**config.mk**
```make
export PLATFORM = sky130hd
export DESIGN_NAME = alu_16bit
export DESIGN_NICKNAME = d
export VERILOG_FILES = /design/src/rtl/alu_pkg.sv /design/src/rtl/alu16_regfile.sv /design/src/rtl/alu_16bit.sv
export SDC_FILE = /design/constraint.sdc
export NUM_CORES = 1
export LEC_CHECK = 0
export BUFFER_PORTS_ARGS = -buffer_cell sky130_fd_sc_hd__buf_4
export CAP_MARGIN = 20
export CORE_MARGIN = 2
export CORE_UTILIZATION = 25
export CTS_CLUSTER_SIZE = 25
export DETAILED_ROUTE_END_ITERATION = 10
export HOLD_SLACK_MARGIN = 0.12
export PLACE_DENSITY = 0.4
export SLEW_MARGIN = 30
export SYNTH_ARGS = -nofsm -noshare
export SYNTH_HDL_FRONTEND = slang
export SYNTH_SLANG_ARGS = --single-unit
```
**constraint.sdc**
```tcl
create_clock -name clk -period 37.8 [get_ports clk]
set_input_delay 1.89 -clock clk [delete_from_list [all_inputs] [get_ports clk]]
set_output_delay 1.89 -clock clk [all_outputs]
set_load 0.1 [all_outputs]
```
**src/rtl/alu_pkg.sv**
```systemverilog
// Shared constants for the 16-bit ALU datapath: widths, register count and op codes.
package alu_pkg;

    localparam int DATA_W   = 16;
    localparam int NUM_REGS = 8;
    localparam int SEL_W    = 3;

    localparam logic [2:0] OP_ADD = 3'b000;
    localparam logic [2:0] OP_SUB = 3'b001;
    localparam logic [2:0] OP_AND = 3'b010;
    localparam logic [2:0] OP_OR  = 3'b011;
    localparam logic [2:0] OP_MUL = 3'b100;
    localparam logic [2:0] OP_DIV = 3'b101;
    localparam logic [2:0] OP_XOR = 3'b110;
    localparam logic [2:0] OP_NOT = 3'b111;

endpackage

```
**src/rtl/alu16_regfile.sv**
```systemverilog
// 8x16 register file: synchronous clear, one write port, combinational reads of
// register 0 (accumulator) and of the selected register.
module alu16_regfile
    import alu_pkg::*;
(
    input  logic              clk,
    input  logic              rst,
    input  logic              load,
    input  logic [SEL_W-1:0]  wr_addr,
    input  logic [DATA_W-1:0] wr_data,
    input  logic [SEL_W-1:0]  rd_addr,
    output logic [DATA_W-1:0] rd0_data,
    output logic [DATA_W-1:0] rd_data
);

    logic [DATA_W-1:0] regs_r [NUM_REGS];

    // Register storage: reset has priority over a same-cycle load.
    always_ff @(posedge clk) begin
        if (rst) begin
            for (int i = 0; i < NUM_REGS; i++) begin
                regs_r[i] <= 16'h0000;
            end
        end else if (load) begin
            regs_r[wr_addr] <= wr_data;
        end
    end

    assign rd0_data = regs_r[0];
    assign rd_data  = regs_r[rd_addr];

endmodule

```
**src/rtl/alu_16bit.sv**
```systemverilog
// 16-bit ALU core: operand A is the accumulator, operand B is the immediate or a
// selected register; result and flags are combinational from register contents.
module alu_16bit
    import alu_pkg::*;
(
    input  logic              clk,
    input  logic              rst,
    input  logic [DATA_W-1:0] a,
    input  logic [DATA_W-1:0] b,
    input  logic              sub,
    input  logic [2:0]        op_select,
    input  logic              load,
    input  logic [SEL_W-1:0]  reg_select,
    output logic [DATA_W-1:0] result,
    output logic              cout,
    output logic              overflow,
    output logic              NO,
    output logic              ZO,
    output logic [DATA_W-1:0] accumulator
);

    logic [DATA_W-1:0]   op_a_s;
    logic [DATA_W-1:0]   op_b_s;
    logic [DATA_W-1:0]   reg_rd_s;
    logic [DATA_W:0]     sum_s;
    logic [DATA_W:0]     diff_s;
    logic [2*DATA_W-1:0] prod_s;
    logic [DATA_W-1:0]   quot_s;
    logic                add_ovf_s;
    logic                sub_ovf_s;
    logic [DATA_W-1:0]   result_s;
    logic                cout_s;
    logic                ovf_s;

    alu16_regfile u_regfile (
        .clk      (clk),
        .rst      (rst),
        .load     (load),
        .wr_addr  (reg_select),
        .wr_data  (a),
        .rd_addr  (reg_select),
        .rd0_data (op_a_s),
        .rd_data  (reg_rd_s)
    );

    assign op_b_s = (reg_select == 3'd0) ? b : reg_rd_s;

    // Subtraction is A + ~B + 1 so bit 16 is the no-borrow flag directly.
    assign sum_s     = {1'b0, op_a_s} + {1'b0, op_b_s};
    assign diff_s    = {1'b0, op_a_s} + {1'b0, ~op_b_s} + 17'd1;
    assign prod_s    = {16'h0000, op_a_s} * {16'h0000, op_b_s};
    assign quot_s    = (op_b_s == 16'h0000) ? 16'h0000 : (op_a_s / op_b_s);
    assign add_ovf_s = (op_a_s[15] == op_b_s[15]) && (sum_s[15] != op_a_s[15]);
    assign sub_ovf_s = (op_a_s[15] != op_b_s[15]) && (diff_s[15] != op_a_s[15]);

    // Operation select and per-op flag generation.
    always_comb begin
        result_s = 16'h0000;
        cout_s   = 1'b0;
        ovf_s    = 1'b0;
        case (op_select)
            OP_ADD: begin
                if (sub) begin
                    result_s = diff_s[15:0];
                    cout_s   = diff_s[16];
                    ovf_s    = sub_ovf_s;
                end else begin
                    result_s = sum_s[15:0];
                    cout_s   = sum_s[16];
                    ovf_s    = add_ovf_s;
                end
            end
            OP_SUB: begin
                result_s = diff_s[15:0];
                cout_s   = diff_s[16];
                ovf_s    = sub_ovf_s;
            end
            OP_AND: result_s = op_a_s & op_b_s;
            OP_OR:  result_s = op_a_s | op_b_s;
            OP_MUL: begin
                result_s = prod_s[15:0];
                ovf_s    = |prod_s[31:16];
            end
            OP_DIV: begin
                if (op_b_s == 16'h0000) begin
                    result_s = 16'hFFFF;
                    ovf_s    = 1'b1;
                end else begin
                    result_s = quot_s;
                    ovf_s    = 1'b0;
                end
            end
            OP_XOR: result_s = op_a_s ^ op_b_s;
            OP_NOT: result_s = ~op_a_s;
            default: begin
                result_s = 16'h0000;
                cout_s   = 1'b0;
                ovf_s    = 1'b0;
            end
        endcase
    end

    assign result      = result_s;
    assign cout        = cout_s;
    assign overflow    = ovf_s;
    assign NO          = result_s[15];
    assign ZO          = (result_s == 16'h0000);
    assign accumulator = op_a_s;

endmodule

```
After elaboration in Yosys (flattened, before gate mapping) --
Memory sizes are Yosys's and may differ from the RTL's. Cells that the tools add are included.
Operators by class: add/subtract/negate cells 3, multipliers 1, div/mod/pow operators 1, order comparisons 0, equality and inequality tests 11, shift-type cells 0, mux-type cells 17, bitwise operators 5, reduce and logical (&&, ||, !) cells 8
Operators with widths (count):
- case mux 16 bit (8 select lines) | 1
- 2-to-1 mux 16 bit | 4
- adder 16 x 16 -> 17 bit | 2
- logical NOT 16 bit | 2
- multiplier 16 x 16 -> 32 bit | 1
- NOT 16 bit | 2
- OR reduction 16 bit | 2
- adder 17 x 1 -> 17 bit, second input constant | 1
- AND 16 bit | 1
- divider 16 x 16 -> 16 bit | 1
- OR 16 bit | 1
- XOR 16 bit | 1
- equality test 3 bit, second input constant | 4
- 2-to-1 mux 1 bit | 9
- equality test 3 x 2 -> 1 bit, second input constant | 2
- logical NOT 3 bit | 2
- case mux 1 bit (4 select lines) | 1
- equality test 3 x 1 -> 1 bit, second input constant | 1
- 2-to-1 mux 3 bit | 1
- != test 1 bit | 3
- logical AND 1 bit | 2
- case mux 1 bit (2 select lines) | 1
- equality test 1 bit | 1
Word-level totals: flip-flop bits (word level) 0, bits in latches 0, RAM bits 128, ROM bits 0, input port bits 42, output and inout port bits 36, logic and storage cells 47, memories kept 1
Memory list:
- u_regfile.regs_r | depth 8, bits a word 16, read ports 2, clocked after memory_dff 0, wr ports 8, RTL line alu16_regfile.sv:16 | logic [DATA_W-1:0] regs_r [NUM_REGS];

Longest topological paths before layout --
depth after elaboration 9, depth in mapped cells 153, mapped depth without buffers 141

Modules after synthesis --
A second synthesis with hierarchy kept.
Second synthesis, totals: cells, all modules 2847, area, all modules 24674.9 sq um
Modules (own cells, without submodules):
- alu_16bit | times used 1, cells an instance 2474, area an instance 18835.6 sq um, seq. area each 0.0 sq um
- alu16_regfile | times used 1, cells an instance 373, area an instance 5839.4 sq um, seq. area each 3843.7 sq um

Worst setup path after synthesis --
OpenSTA, ideal clock, no wires.
kind in2out, from input port reg_select[1], to output port ZO, data arrival time 34284 ps, required time 35910 ps, slack 1626 ps, stages on the path 139, path buffers 16, cells stage by stage buf_6 -> buf_6 -> buf_6 -> buf_2 -> buf_2 -> mux4_2 -> mux2_2 -> inv_1 -> ha_1 -> and3_1 -> nor2_1 -> ha_1 -> o21a_1 -> nor2_1 -> nor3_2 -> or4b_1 -> o31ai_2 -> ha_1 -> (+103 left out) -> a21oi_1 -> o31ai_1 -> o21ai_0 -> o41ai_1 -> o21a_1 -> clkbuf_1 -> mux2_2 -> ha_1 -> o21a_1 -> o21ai_0 -> a21oi_1 -> o41ai_1 -> nand3_1 -> o2111ai_1 -> a31oi_1 -> nor4_1 -> nand4bb_1 -> nor2_1
Between the ends: word-level cells in the longest chain between the ends 8, elaborated cells between the ends (all ways) 17, classes of those cells add/sub: 3; mul: 1; div: 1; mux: 4; bitwise: 4; reduce/logical: 3; memory: 1
Ends and longest elaborated chain:
- start: declaration | RTL line alu_16bit.sv:13 | input logic [SEL_W-1:0] reg_select,
- memory read (8 x 16 bit) or logical NOT 3 bit (tied branches)
- 2-to-1 mux 16 bit * | RTL line alu_16bit.sv:46 | assign op_b_s = (reg_select == 3'd0) ? b : reg_rd_s;
- branches (longest 4 deep; another with divider 16 x 16 -> 16 bit)
- case mux 16 bit (8 select lines) * | RTL line alu_16bit.sv:61 | case (op_select)
- net result[0] | RTL line alu_16bit.sv:14 | output logic [DATA_W-1:0] result,
- logical NOT 16 bit * | RTL line alu_16bit.sv:107 | assign ZO = (result_s == 16'h0000);
- end: declaration | RTL line alu_16bit.sv:18 | output logic ZO,
Mark *: on every way through the listed nets, which the timed path passes.

Worst setup path in the final report --
from input port reg_select[2], to output port ZO
Between the ends: word-level cells in the longest chain between the ends 8, elaborated cells between the ends (all ways) 17, classes of those cells add/sub: 3; mul: 1; div: 1; mux: 4; bitwise: 4; reduce/logical: 3; memory: 1
Ends and longest elaborated chain (RTL line):
- memory read (8 x 16 bit) or logical NOT 3 bit (tied branches)
- 2-to-1 mux 16 bit * | alu_16bit.sv:46
- branches (longest 4 deep; another with divider 16 x 16 -> 16 bit)
- case mux 16 bit (8 select lines) * | alu_16bit.sv:61
- logical NOT 16 bit * | alu_16bit.sv:107
Every way passes the cells marked *.

==> impl_metrics.json <==
{
  "outcome": "finished, final reports clean",
  "grt_pass1_wl_um": 145000,
  "synth_largest_area_cell": "fa_1",
  "fmaxAchievable_mhz": 27.9,
  "synth-seq-cells": 128,
  "syn_avg_cell_area_um2": 8.61,
  "viasPerCell": 5.17,
  "setup_viol": 0,
  "worstPathRequired_ps": 35910,
  "nNetsFinal": 3406,
  "slew_headroom_pct": 32.5,
  "worstHoldPathType": "input port to flip-flop",
  "highest_layer": "met4",
  "gp_congestion": 0.896,
  "route.layer.met1.wl_um": 45600,
  "die_w_um": 315,
  "dp.cells": 4129,
  "drt_iter0_drc": 1673,
  "critPathSlowestCell": "o41ai_2",
  "dr_wl_met3_um": 5260,
  "cap_violations": 0,
  "ys_seq_area_share_pct": 15.9,
  "htree_levels": 4,
  "ys.flop_type": "edfxtp_1",
  "dieArea_um2": 99400,
  "die_height_um": 315,
  "synthArstFlopShare_pct": 0,
  "synth_edf_count": 128,
  "fin_crit_ps": 35840,
  "drcViolationCount": 0,
  "ant_nets": 0,
  "path_clk_slew_ps": 60,
  "yosys_warnings": 0,
  "area_growth_pct": 12.8,
  "cts_made_buffers": 17,
  "drive_gt1_share_pct": 12.5,
  "syn_inst": 2815,
  "cts_buffer_depth": 2,
  "cp.arrival_ps": 33950,
  "place_hpwl_um": 73500,
  "cts_tree": "built",
  "yosysMostFrequentCell": "nor2_1",
  "core_area_um2": 96400,
  "rsz0062_at_grt": "no",
  "synth_area_leaders": "fa_1, edfxtp_1, ha_1",
  "largest_reg_flops": 128,
  "fin_cells": 4167,
  "antenna_found_initial": 7,
  "portBuffers": 77,
  "postRouteWirelength_um": 97900,
  "grt_max_degree": 53,
  "finalHoldViolCount": 0,
  "clock_sinks": 128,
  "synthesis.nets": 3344,
  "wl_per_cell_um": 23.5,
  "netlist_area_um2": 24200,
  "worst_pin_slew_ps": 1010,
  "cp_common_cell": "ha_1",
  "max_stage_delay_ps": 530,
  "dpl_cell_area_um2": 26600,
  "path_class": "input port to output pin",
  "grt_remaining_overflow": 0,
  "met2_length_um": 45000,
  "num_io_pins": 78,
  "path_max_fanout": 23,
  "slew_violations": 0,
  "critPathLaunchType": "input port",
  "rows": 114,
  "initial_core_util_pct": 25.1,
  "root_buffer": "clkbuf_16",
  "regMostFlops": "u_regfile.regs_r",
  "grt_pass1_vias": 22000,
  "first_pass_iters": 5,
  "period_share_pct": 94.8,
  "num_vias": 21500,
  "fin_area_um2": 27300,
  "synth_top_area_share_pct": 16.2,
  "reg_top3": "u_regfile.regs_r x128",
  "end_kind": "output pin",
  "worst_hold_slack_ps": 1820,
  "cts_hold_buf": 0,
  "utilization_pct": 28.4,
  "ys_top_cells_by_count": "nor2_1, inv_1, ha_1",
  "grt_usage_pct": 19.6,
  "synth_cell_type_count": 95
}
## worst max-delay path, delay by kind of cell
family,cells,cell delay [ps]
buf+inv,9,1870
compound gates,58,12850
simple gates,42,9580
fa+ha+maj,15,4550
mux,9,3110
## cell type report
type                    count  area (µm²)
repair buffers            162        1240
well taps                1276        1600
inverters                 324        1220
flip-flops and latches    128        3840
fillers                 10500       69100
clock buffers              18         429
multi-input cells        2244       18800
clock inverters            14         166
diodes                      1        2.50
## worst paths after layout
path	from	to	slack, ps	cells past startpoint
max	reg_select[2]	ZO	1960	133
min	a[11]	u_regfile.regs_r[2][11]	1820	2
## routing by layer
layer,vias up,GRT usage [%]
met3,105,1.99
met4,0,4.16
met2,677,32.3
li1,9985,-
met5,-,0
met1,10800,27.8
## metrics by stage
step                      worst slack (ps)  setup TNS (ps)
after detailed placement              -262            -262
after floorplan                       1630               0
after CTS                             17.5               0
after global placement                 474               0
after global routing                  12.2               0
final                                 1960               0
## cells by family (layout without fill, tap and decap cells)
logic type | Yosys count | count (layout) | synth area share [%]
compound gates | 570 | 571 | 16.4
xor+xnor | 103 | 103 | 3.72
fa+ha+maj | 487 | 487 | 31.2
buf+inv | 444 | 518 | 7.19
flops | 128 | 128 | 15.9
mux | 114 | 114 | 6.20
other cells | 0 | 1 | 0
simple gates | 969 | 969 | 19.4
## placed cells by master, fill, tap and decap left out, types with 15 or more instances in the layout
cell type	n
inv_1	309
nor2_1	322
or2_2	21
and2_1	138
clkbuf_16	17
nand2_1	209
o21ai_0	95
o31ai_1	17
a221oi_1	15
nand2b_1	26
o21a_1	47
nor2b_1	15
a21oi_1	115
mux2i_1	27
nor3_1	73
nand3_1	32
o211ai_1	19
xnor2_1	68
nand4_1	23
or3_1	26
a21o_1	42
a211oi_1	24
edfxtp_1	128
fa_1	196
mux4_2	22
mux2_2	51
and3_1	16
a31oi_1	25
ha_1	291
buf_4	157
xor2_1	35
## repair_timing
item	4_1_cts	5_1_grt
setup buffers	0	3
gates cloned	0	1
endpoints found under the setup margin	1	3
endpoints found under the hold margin	0	0
resized for setup	2	35
pin swaps	0	5
Power is not shown: default switching activity piles up to over one toggle a cycle in this logic, so the estimate is an artifact.
